File: src/rtl/lc3_console_io.sv
`default_nettype none
// ============================================================================
// Module   : lc3_console_io
// Purpose  : Memory-mapped console controller for the LC-3 multicycle core.
//            Decodes the four LC-3 device registers (KBSR, KBDR, DSR, DDR) on
//            the MAR/DATA bus. Keystrokes are latched from a valid/ready
//            handshake. Display characters queue in a small FIFO and are
//            serialised onto an 8N1 transmit line.
// Ports    : CLK, RESET        - clock, synchronous active-high reset
//            ADDR, WDATA       - MAR address and store data
//            MEM_WE, RD_STROBE - write strobe and read-commit strobe
//            IO_SEL, RDATA     - combinational decode and read data
//            KB_VALID, KB_DATA - offered keyboard byte
//            KB_READY          - registered; high while the keyboard buffer is empty
//            TXD               - serial transmit line, idle high
// Revision : 1.0 - initial release
// ============================================================================
module lc3_console_io #(
    parameter logic [15:0] BASE_ADDR    = 16'hFE00,
    parameter int          CLKS_PER_BIT = 16,
    parameter int          FIFO_DEPTH   = 4
) (
    input  logic        CLK,
    input  logic        RESET,
    input  logic [15:0] ADDR,
    input  logic [15:0] WDATA,
    input  logic        MEM_WE,
    input  logic        RD_STROBE,
    output logic        IO_SEL,
    output logic [15:0] RDATA,
    input  logic        KB_VALID,
    input  logic [7:0]  KB_DATA,
    output logic        KB_READY,
    output logic        TXD
);

    // ------------------------------------------------------------------------
    // Constants
    // ------------------------------------------------------------------------
    localparam int c_PTR_W  = (FIFO_DEPTH > 1) ? $clog2(FIFO_DEPTH) : 1;
    // The count must represent 0..FIFO_DEPTH inclusive.
    localparam int c_CNT_W  = $clog2(FIFO_DEPTH + 1);
    localparam int c_BAUD_W = (CLKS_PER_BIT > 1) ? $clog2(CLKS_PER_BIT) : 1;

    localparam logic [c_BAUD_W-1:0] c_BAUD_MAX = c_BAUD_W'(CLKS_PER_BIT - 1);
    localparam logic [c_CNT_W-1:0]  c_CNT_FULL = c_CNT_W'(FIFO_DEPTH);

    localparam logic [15:0] c_KBSR_ADDR = BASE_ADDR;
    localparam logic [15:0] c_KBDR_ADDR = BASE_ADDR + 16'd2;
    localparam logic [15:0] c_DSR_ADDR  = BASE_ADDR + 16'd4;
    localparam logic [15:0] c_DDR_ADDR  = BASE_ADDR + 16'd6;

    // ------------------------------------------------------------------------
    // Transmit state encoding
    // ------------------------------------------------------------------------
    typedef enum logic [1:0] {
        ST_IDLE  = 2'd0,
        ST_START = 2'd1,
        ST_DATA  = 2'd2,
        ST_STOP  = 2'd3
    } tx_state_t;

    // ------------------------------------------------------------------------
    // Registers
    // ------------------------------------------------------------------------
    tx_state_t            r_state;
    logic [c_BAUD_W-1:0]  r_baud;
    logic [2:0]           r_bit_idx;
    logic [7:0]           r_shift;
    logic                 r_txd;

    logic [7:0]           r_mem [FIFO_DEPTH];
    logic [c_PTR_W-1:0]   r_wr_ptr;
    logic [c_PTR_W-1:0]   r_rd_ptr;
    logic [c_CNT_W-1:0]   r_count;

    logic                 r_kb_full;
    logic                 r_kb_ready;
    logic [7:0]           r_kb_byte;
    logic                 r_ovf;

    // ------------------------------------------------------------------------
    // Address decode
    // ------------------------------------------------------------------------
    logic w_sel_kbsr;
    logic w_sel_kbdr;
    logic w_sel_dsr;
    logic w_sel_ddr;
    logic w_io_sel;

    assign w_sel_kbsr = (ADDR == c_KBSR_ADDR);
    assign w_sel_kbdr = (ADDR == c_KBDR_ADDR);
    assign w_sel_dsr  = (ADDR == c_DSR_ADDR);
    assign w_sel_ddr  = (ADDR == c_DDR_ADDR);
    assign w_io_sel   = w_sel_kbsr | w_sel_kbdr | w_sel_dsr | w_sel_ddr;

    // ------------------------------------------------------------------------
    // FIFO status and control
    // ------------------------------------------------------------------------
    logic       w_fifo_full;
    logic       w_fifo_empty;
    logic       w_tx_idle;
    logic       w_ddr_write;
    logic       w_push;
    logic       w_pop;
    logic       w_baud_done;
    logic [7:0] w_fifo_head;
    logic [2:0] w_next_bit;

    assign w_fifo_full  = (r_count == c_CNT_FULL);
    assign w_fifo_empty = (r_count == '0);
    assign w_tx_idle    = w_fifo_empty & (r_state == ST_IDLE);
    assign w_baud_done  = (r_baud == c_BAUD_MAX);
    assign w_fifo_head  = r_mem[r_rd_ptr];
    assign w_next_bit   = r_bit_idx + 3'd1;

    assign w_ddr_write  = MEM_WE & w_sel_ddr;
    // Full is judged on the pre-edge count: a pop in the same cycle does not
    // make room for this write.
    assign w_push       = w_ddr_write & ~w_fifo_full;
    // The FSM pulls the next byte either from IDLE or at the very end of a
    // stop bit, which gives back-to-back frames with no idle gap.
    assign w_pop        = ~w_fifo_empty &
                          ((r_state == ST_IDLE) |
                           ((r_state == ST_STOP) & w_baud_done));

    // ------------------------------------------------------------------------
    // Transmit FIFO
    // ------------------------------------------------------------------------
    always_ff @(posedge CLK) begin
        if (w_push) begin
            r_mem[r_wr_ptr] <= WDATA[7:0];
        end
    end

    always_ff @(posedge CLK) begin
        if (RESET) begin
            r_wr_ptr <= '0;
            r_rd_ptr <= '0;
            r_count  <= '0;
        end else begin
            if (w_push) begin
                r_wr_ptr <= r_wr_ptr + c_PTR_W'(1);
            end
            if (w_pop) begin
                r_rd_ptr <= r_rd_ptr + c_PTR_W'(1);
            end
            case ({w_push, w_pop})
                2'b10:   r_count <= r_count + c_CNT_W'(1);
                2'b01:   r_count <= r_count - c_CNT_W'(1);
                default: r_count <= r_count;
            endcase
        end
    end

    // ------------------------------------------------------------------------
    // Transmit FSM. TXD is registered and changes together with the state,
    // so every bit (start, data, stop) is held for exactly CLKS_PER_BIT cycles.
    // ------------------------------------------------------------------------
    always_ff @(posedge CLK) begin
        if (RESET) begin
            r_state   <= ST_IDLE;
            r_baud    <= '0;
            r_bit_idx <= 3'd0;
            r_shift   <= 8'd0;
            r_txd     <= 1'b1;
        end else begin
            case (r_state)
                ST_IDLE: begin
                    r_baud <= '0;
                    r_txd  <= 1'b1;
                    if (w_pop) begin
                        r_shift <= w_fifo_head;
                        r_state <= ST_START;
                        r_txd   <= 1'b0;
                    end
                end

                ST_START: begin
                    if (w_baud_done) begin
                        r_baud    <= '0;
                        r_bit_idx <= 3'd0;
                        r_state   <= ST_DATA;
                        r_txd     <= r_shift[0];
                    end else begin
                        r_baud <= r_baud + c_BAUD_W'(1);
                    end
                end

                ST_DATA: begin
                    if (w_baud_done) begin
                        r_baud <= '0;
                        if (r_bit_idx == 3'd7) begin
                            r_state <= ST_STOP;
                            r_txd   <= 1'b1;
                        end else begin
                            // LSB first: the bit index selects the next bit
                            // straight out of the held byte.
                            r_bit_idx <= w_next_bit;
                            r_txd     <= r_shift[w_next_bit];
                        end
                    end else begin
                        r_baud <= r_baud + c_BAUD_W'(1);
                    end
                end

                ST_STOP: begin
                    if (w_baud_done) begin
                        r_baud <= '0;
                        if (w_pop) begin
                            r_shift <= w_fifo_head;
                            r_state <= ST_START;
                            r_txd   <= 1'b0;
                        end else begin
                            r_state <= ST_IDLE;
                        end
                    end else begin
                        r_baud <= r_baud + c_BAUD_W'(1);
                    end
                end

                default: begin
                    r_state <= ST_IDLE;
                    r_baud  <= '0;
                    r_txd   <= 1'b1;
                end
            endcase
        end
    end

    // ------------------------------------------------------------------------
    // Keyboard buffer and overflow flag
    // ------------------------------------------------------------------------
    logic w_kb_capture;
    logic w_kb_clear;
    logic w_ovf_clear;

    // Capture and clear are mutually exclusive: while the buffer is full the
    // ready flop is already low, so no capture can be accepted.
    assign w_kb_capture = KB_VALID & r_kb_ready;
    assign w_kb_clear   = RD_STROBE & w_sel_kbdr;
    assign w_ovf_clear  = MEM_WE & w_sel_dsr & WDATA[0];

    always_ff @(posedge CLK) begin
        if (RESET) begin
            r_kb_full  <= 1'b0;
            r_kb_ready <= 1'b1;
            r_kb_byte  <= 8'd0;
            r_ovf      <= 1'b0;
        end else begin
            if (w_kb_capture) begin
                r_kb_byte  <= KB_DATA;
                r_kb_full  <= 1'b1;
                r_kb_ready <= 1'b0;
            end else if (w_kb_clear) begin
                r_kb_full  <= 1'b0;
                r_kb_ready <= 1'b1;
            end

            if (w_ddr_write & w_fifo_full) begin
                r_ovf <= 1'b1;
            end else if (w_ovf_clear) begin
                r_ovf <= 1'b0;
            end
        end
    end

    // ------------------------------------------------------------------------
    // Read mux. DDR is write-only and reads as zero.
    // ------------------------------------------------------------------------
    logic [15:0] w_rdata;

    always_comb begin
        w_rdata = 16'h0000;
        if (w_sel_kbsr) begin
            w_rdata = {r_kb_full, 15'b0};
        end else if (w_sel_kbdr) begin
            w_rdata = {8'b0, r_kb_byte};
        end else if (w_sel_dsr) begin
            w_rdata = {~w_fifo_full, w_tx_idle, 13'b0, r_ovf};
        end
    end

    // ------------------------------------------------------------------------
    // Outputs
    // ------------------------------------------------------------------------
    assign IO_SEL   = w_io_sel;
    assign RDATA    = w_rdata;
    assign KB_READY = r_kb_ready;
    assign TXD      = r_txd;

endmodule
`default_nettype wire

File: config.mk
export PLATFORM = sky130hd
export DESIGN_NAME = lc3_console_io
export DESIGN_NICKNAME = d
export VERILOG_FILES = /design/src/rtl/lc3_console_io.sv
export SDC_FILE = /design/constraint.sdc
export NUM_CORES = 1
export LEC_CHECK = 0
export BUFFER_PORTS_ARGS = -buffer_cell sky130_fd_sc_hd__buf_2
export CORE_MARGIN = 3
export CORE_UTILIZATION = 40
export CTS_BUF_LIST = sky130_fd_sc_hd__clkbuf_8
export CTS_CLUSTER_DIAMETER = 50
export CTS_CLUSTER_SIZE = 30
export DETAILED_ROUTE_END_ITERATION = 10
export SYNTH_ARGS = -nofsm -noshare
export SYNTH_HDL_FRONTEND = slang
export SYNTH_SLANG_ARGS = --single-unit
File: constraint.sdc
create_clock -name CLK -period 8.9 [get_ports CLK]
set_input_delay 2.67 -clock CLK [delete_from_list [all_inputs] [get_ports CLK]]
set_output_delay 2.67 -clock CLK [all_outputs]
set_load 0.03 [all_outputs]
==> impl_metrics.yaml, run 1 <==
worst_setup_path:
  cpLargestDelayFamily: "simple AND/OR/NAND/NOR gates"
  end_kind: "output pin"
  required_ns: 6.23
  crit_arrival_ns: 4.54
  criticalPathCategory: "input pin to output pin"
  path_cells: "buf_2 > or4_4 > or4_1 > a2111oi_2 > buf_2"
  cp_slowest_stage_delay_ns: 0.67
  critPathBufInv: 2
  cp_slowest_cell: "or4_1"
  startpoint_type: "input pin"
  crit_fanout: 7
  crit_top_cell: "buf_2"
clocking:
  htreeDepth: 3
  cts_tree: "done"
  cts_buffer_depth: 2
  cts_buffers: 9
  cts_sinks: 70
  cts_resized: 0
  cts_root_buf: "clkbuf_8"
  clk_latency_ns: 0.34
  clk_pin_slew_worst_paths_ns: 0.08
  postCtsSetupBuffers: 0
  holdBufCountCts: 0
drt:
  drc: 0
  drtIter0Drc: 117
  drt-total-wl_mm: 6.09
  wire_per_inst_um: 14.2
  viasPerCell: 5.11
  vias: 2189
  ant_nets: 0
  drt_pass1_iterations: 4
floorplan:
  die_w_um: 95.4
  num_io_pins: 64
  dieArea_um2: 9090
  die_h_um: 95.4
  rows: 31
  coreArea_um2: 7490
  start_util: 0.427
global_route:
  grt-ovfl-total: 0
  grt_first_pass_wirelength_mm: 10.1
  globalRouteTotalUtil: 0.147
  antenna_found_initial: 0
  grt_pass1_vias: 2105
  grt_max_degree: 38
placement:
  gp_congestion: 0.815
  io_buffers: 49
  hpwlAfterDp_mm: 4.32
logic_synthesis:
  yosys_register_bits: 70
  synthArstFlopShare: 0
  syn_avg_cell_area_um2: 11.6
  ys_seq_area_frac: 0.539
  synth_top_cell_by_area: "edfxtp_1"
  synth.area.top_cells: "edfxtp_1, dfxtp_1, mux4_2, ha_1, a21oi_1"
  ys_top_cells_by_count: "dfxtp_1, edfxtp_1, a21oi_1"
  yosysMostFrequentCell: "dfxtp_1"
  syn-instance-count: 276
  syn_area_um2: 3190
  yosysTopAreaCellShare: 0.301
  synthFlopType: "dfxtp_1"
  synth-edff-count: 32
  yosys_warnings: 0
  ys_types: 49
layout:
  drive_above_1_share: 0.243
  antennaDiodeCount: 0
  fillers: 697
  nets: 383
  area_growth_pct: 14.7
timing:
  period_needed_ns: 7.21
  hold_viol: 0
  slew_headroom: 0.546
  setup_tns_ns: 0
  fmax_ghz: 0.139
  drv_slew: 0
  min_period_over_period: 0.810
  finalSetupViolCount: 0
  max_slew.worst_pin.slew_ns: 0.675
  clock_skew_ns: 0.00920
  rsz0062_at_grt: "no"
power_and_ir_drop:
  sequentialPowerShare: 0.538
  power.density_nw_per_um2: 176
  total_power_uw: 645
  internal_power_uw: 474
  p_sw_uw: 170
  power_frac_comb: 0.112
  clkPwrFrac: 0.350
  leakage_nw: 1.37
  p_sw_frac: 0.264
  peakVddDrop_v: 0.000106
worst_hold_path:
  hold_path.class: "register to register"
flow_run:
  maxCapViolCount: 0
status:
  status: "complete, no violations"
[power by group through the flow]
stage                     logic (mW)  registers [mW]  clock network (mW)
after detailed placement      0.0723           0.354                   0
after floorplan               0.0515           0.355                   0
final                         0.0723           0.347               0.225
after CTS                     0.0724           0.347               0.235
after global placement        0.0714           0.354                   0
after global routing          0.0812           0.348               0.253
[worst paths after layout]
path,startpoint,end,slack [ns],cells past startpoint
max,ADDR[0],RDATA[15],1.69,5
min,r_kb_byte[2],r_kb_byte[2],0.46,2
max reg2reg,r_state[1],r_count[2],6.34,9
min reg2reg,r_kb_byte[2],r_kb_byte[2],0.46,2
[kinds of logic after synthesis]
family / synth area share
AO/OA/AOI/OAI: 0.0866
XOR/XNOR: 0.0165
adder cells (fa/ha/maj): 0.0572
buffers and inverters: 0.0450
flip-flops: 0.539
multiplexers: 0.0979
other: 0.00117
AND/OR/NAND/NOR: 0.157
[metal layers]
| metal | track usage | share of wire | vias up |
|---|---|---|---|
| li1 | - | - | 1091 |
| met1 | 0.198 | 0.46 | 1045 |
| met2 | 0.224 | 0.48 | 45 |
| met3 | 0.0308 | 0.043 | 8 |
| met4 | 0.0721 | 0.016 | 0 |
| met5 | 0 | 0 | - |
[cells in the final DEF, fill, tap and decap left out, types with 7 or more instances in the layout]
cell / instances
inv_1: 13
nand2_1: 19
buf_2: 49
a21oi_1: 22
dfxtp_1: 38
mux4_2: 9
clkbuf_8: 9
nor2_1: 19
edfxtp_1: 32
ha_1: 13
and2_1: 8
o21ai_0: 7
mux2i_1: 11
[state kept, by name, summed over array words and instances (netlist names), named ones only]
name / count
KB_READY: 1
TXD: 1
r_baud: 4
r_bit_idx: 3
r_count: 3
r_kb_byte: 8
r_kb_full: 1
r_mem: 32
r_ovf: 1
r_rd_ptr: 2
r_shift: 8
r_state: 2
r_wr_ptr: 2
[through the flow]
stage / std cells / utilization / hold slack (ns) / setup WS, ns / area, µm²
floorplan: 281 / - / 0.432 / 1.67 / 3210
global placement: 412 / 0.466 / 0.437 / 1.68 / 3490
finish: 428 / 0.490 / 0.457 / 1.69 / 3660
global route: 428 / 0.490 / 0.482 / 1.60 / 3660
detailed placement: 412 / 0.466 / 0.445 / 1.67 / 3490
CTS: 428 / 0.490 / 0.456 / 1.67 / 3660
[cell type report]
cell class	count	area, µm²	share of cell area
tap	99	124	0.0338
inverter	13	53.8	0.0147
sequential	70	1720	0.470
clock buffer	9	124	0.0338
timing repair buffer	49	245	0.0669
clock inverter	7	48.8	0.0133
multi-input combinational	181	1350	0.368
[worst register-to-register path, cell delays in order (launching register included)]
cell and delay (ns):
dfxtp_1 0.40, ha_1 0.25, nand4_1 0.20, a21oi_1 0.36, ha_1 0.25, inv_1 0.06
fa_1 0.37, xor2_1 0.16, or3_1 0.31, a21oi_1 0.14
No activity file was read; power rests on OpenSTA's default activity.
==> run 2: changes to the inputs <==
==> constraint.sdc (replaced) <==
create_clock -name CLK -period 7.1 [get_ports CLK]
set_input_delay 2.13 -clock CLK [delete_from_list [all_inputs] [get_ports CLK]]
set_output_delay 2.13 -clock CLK [all_outputs]
set_load 0.03 [all_outputs]
==> run 2 against run 1 <==
Clock-buffer cell count is the same. Sequential power grew 25%. Die area stayed put. Combinational power is 27% higher. Register-to-register slack worse by 1.8 ns. Worst setup slack got worse by 0.71 ns. Highest routed layer unchanged. Flip-flop and latch count did not move. Via count decreased by 0.91%.
==> impl_metrics.yaml, run 2 (same netlist as run 1, synthesis figures left out) <==
clocking:
  clk_latency_ns: 0.34
  cts_buffer_depth: 2
  cts_sinks: 70
  clk_pin_slew_worst_paths_ns: 0.07
  holdBufCountCts: 0
  htreeDepth: 3
  cts_root_buf: "clkbuf_8"
  cts_resized: 0
  postCtsSetupBuffers: 0
  cts_tree: "done"
  cts_buffers: 9
global_route:
  globalRouteTotalUtil: 0.142
  antenna_found_initial: 0
  met2_usage: 0.224
  grt_max_degree: 38
  busiest_layer: "met2"
  grt_first_pass_wirelength_mm: 9.92
  grt_pass1_vias: 2060
  met1_usage: 0.182
  grtUsageMet3: 0.0403
  grt-ovfl-total: 0
floorplan:
  coreArea_um2: 7490
  num_io_pins: 64
  die_h_um: 95.4
  start_util: 0.427
  dieArea_um2: 9090
  die_w_um: 95.4
  rows: 31
placement:
  gp_congestion: 0.813
  placed_cells: 412
  hpwlAfterDp_mm: 4.14
  postPlaceCellArea_um2: 3490
  io_buffers: 49
drt:
  ant_nets: 0
  vias: 2169
  viasPerCell: 5.07
  drtIter0Drc: 76
  drt-total-wl_mm: 5.99
  wire_per_inst_um: 14.0
  drc: 0
  drt_pass1_iterations: 4
layout:
  antennaDiodeCount: 0
  largest_reg_flops: 32
  fillers: 680
  final_common_cell: "buf_2"
  max_flop_register: "r_mem"
  drive_above_1_share: 0.243
  design_area_um2: 3690
  top_regs: "r_mem (32), r_kb_byte (8), r_shift (8)"
  fin_cells: 428
  nets: 383
  multi_input_comb_area_um2: 1350
  area_growth_pct: 15.5
  utilization: 0.493
  most-common-layout-cells: "buf_2, dfxtp_1, edfxtp_1"
  regArea_um2: 1720
timing:
  fmax_ghz: 0.163
  finalSetupViolCount: 0
  setup_tns_ns: 0
  slew_headroom: 0.531
  max_slew.worst_pin.slew_ns: 0.704
  period_needed_ns: 6.12
  clock_skew_ns: 0.0112
  hold_viol: 0
  min_period_over_period: 0.863
  drv_slew: 0
  rsz0062_at_grt: "no"
power_and_ir_drop:
  clkPwrFrac: 0.378
  leakage_nw: 1.39
  total_power_uw: 846
  internal_power_uw: 630
  peakVddDrop_v: 0.000108
  sequentialPowerShare: 0.514
  p_sw_uw: 216
  power_frac_comb: 0.108
  power.density_nw_per_um2: 229
  p_sw_frac: 0.255
worst_setup_path:
  crit_arrival_ns: 3.99
  required_ns: 4.97
  criticalPathCategory: "input pin to output pin"
  crit_fanout: 7
  end_kind: "output pin"
  startpoint_type: "input pin"
status:
  status: "complete, no violations"
flow_run:
  maxCapViolCount: 0
worst_hold_path:
  hold_path.class: "register to register"
## run 2: cell types whose count changed in the layout (fill, tap and decap cells not counted), sizes merged
cell / delta
bufinv: +1
clkinv: +2
clkinvlp: -2
inv: -1
## run 2: routing by layer
metal,vias up,routed length (µm)
met4,0,58
met3,5,262
li1,1089,-
met5,-,0
met2,42,2850
met1,1033,2810
## run 2: critical path: stages
cell and delay [ns]:
buf_2 0.10, or4_4 0.52, or4_1 0.66, a2111oi_2 0.32, buf_2 0.25
## run 2: worst paths after layout
path / startpoint / end / slack (ns) / cells past startpoint
hold reg to reg: r_kb_byte[2] / r_kb_byte[2] / 0.46 / 2
hold / removal: r_kb_byte[2] / r_kb_byte[2] / 0.46 / 2
setup / recovery: ADDR[0] / RDATA[15] / 0.98 / 5
setup reg to reg: r_state[1] / r_count[2] / 4.56 / 9
## run 2: final cells by class
class	instances	area share
Sequential cell	70	0.467
Multi-Input combinational cell	181	0.365
Timing Repair Buffer	49	0.0665
Clock buffer	9	0.0336
Tap cell	99	0.0336
Clock inverter	7	0.0197
Inverter	13	0.0146
## run 2: power groups by stage
stage / sequential, mW / clock [mW] / combinational, mW
4_1_cts: 0.434 / 0.333 / 0.0916
3_5_place_dp: 0.444 / 0 / 0.0910
5_1_grt: 0.436 / 0.353 / 0.102
6_report: 0.435 / 0.320 / 0.0916
3_3_place_gp: 0.444 / 0 / 0.0894
2_1_floorplan: 0.445 / 0 / 0.0645
## run 2: per-stage QoR
step	hold WS (ns)	setup slack, ns
after floorplan	0.432	0.955
after global placement	0.437	0.957
after detailed placement	0.445	0.948
after CTS	0.458	0.951
after global routing	0.493	0.909
final	0.456	0.976
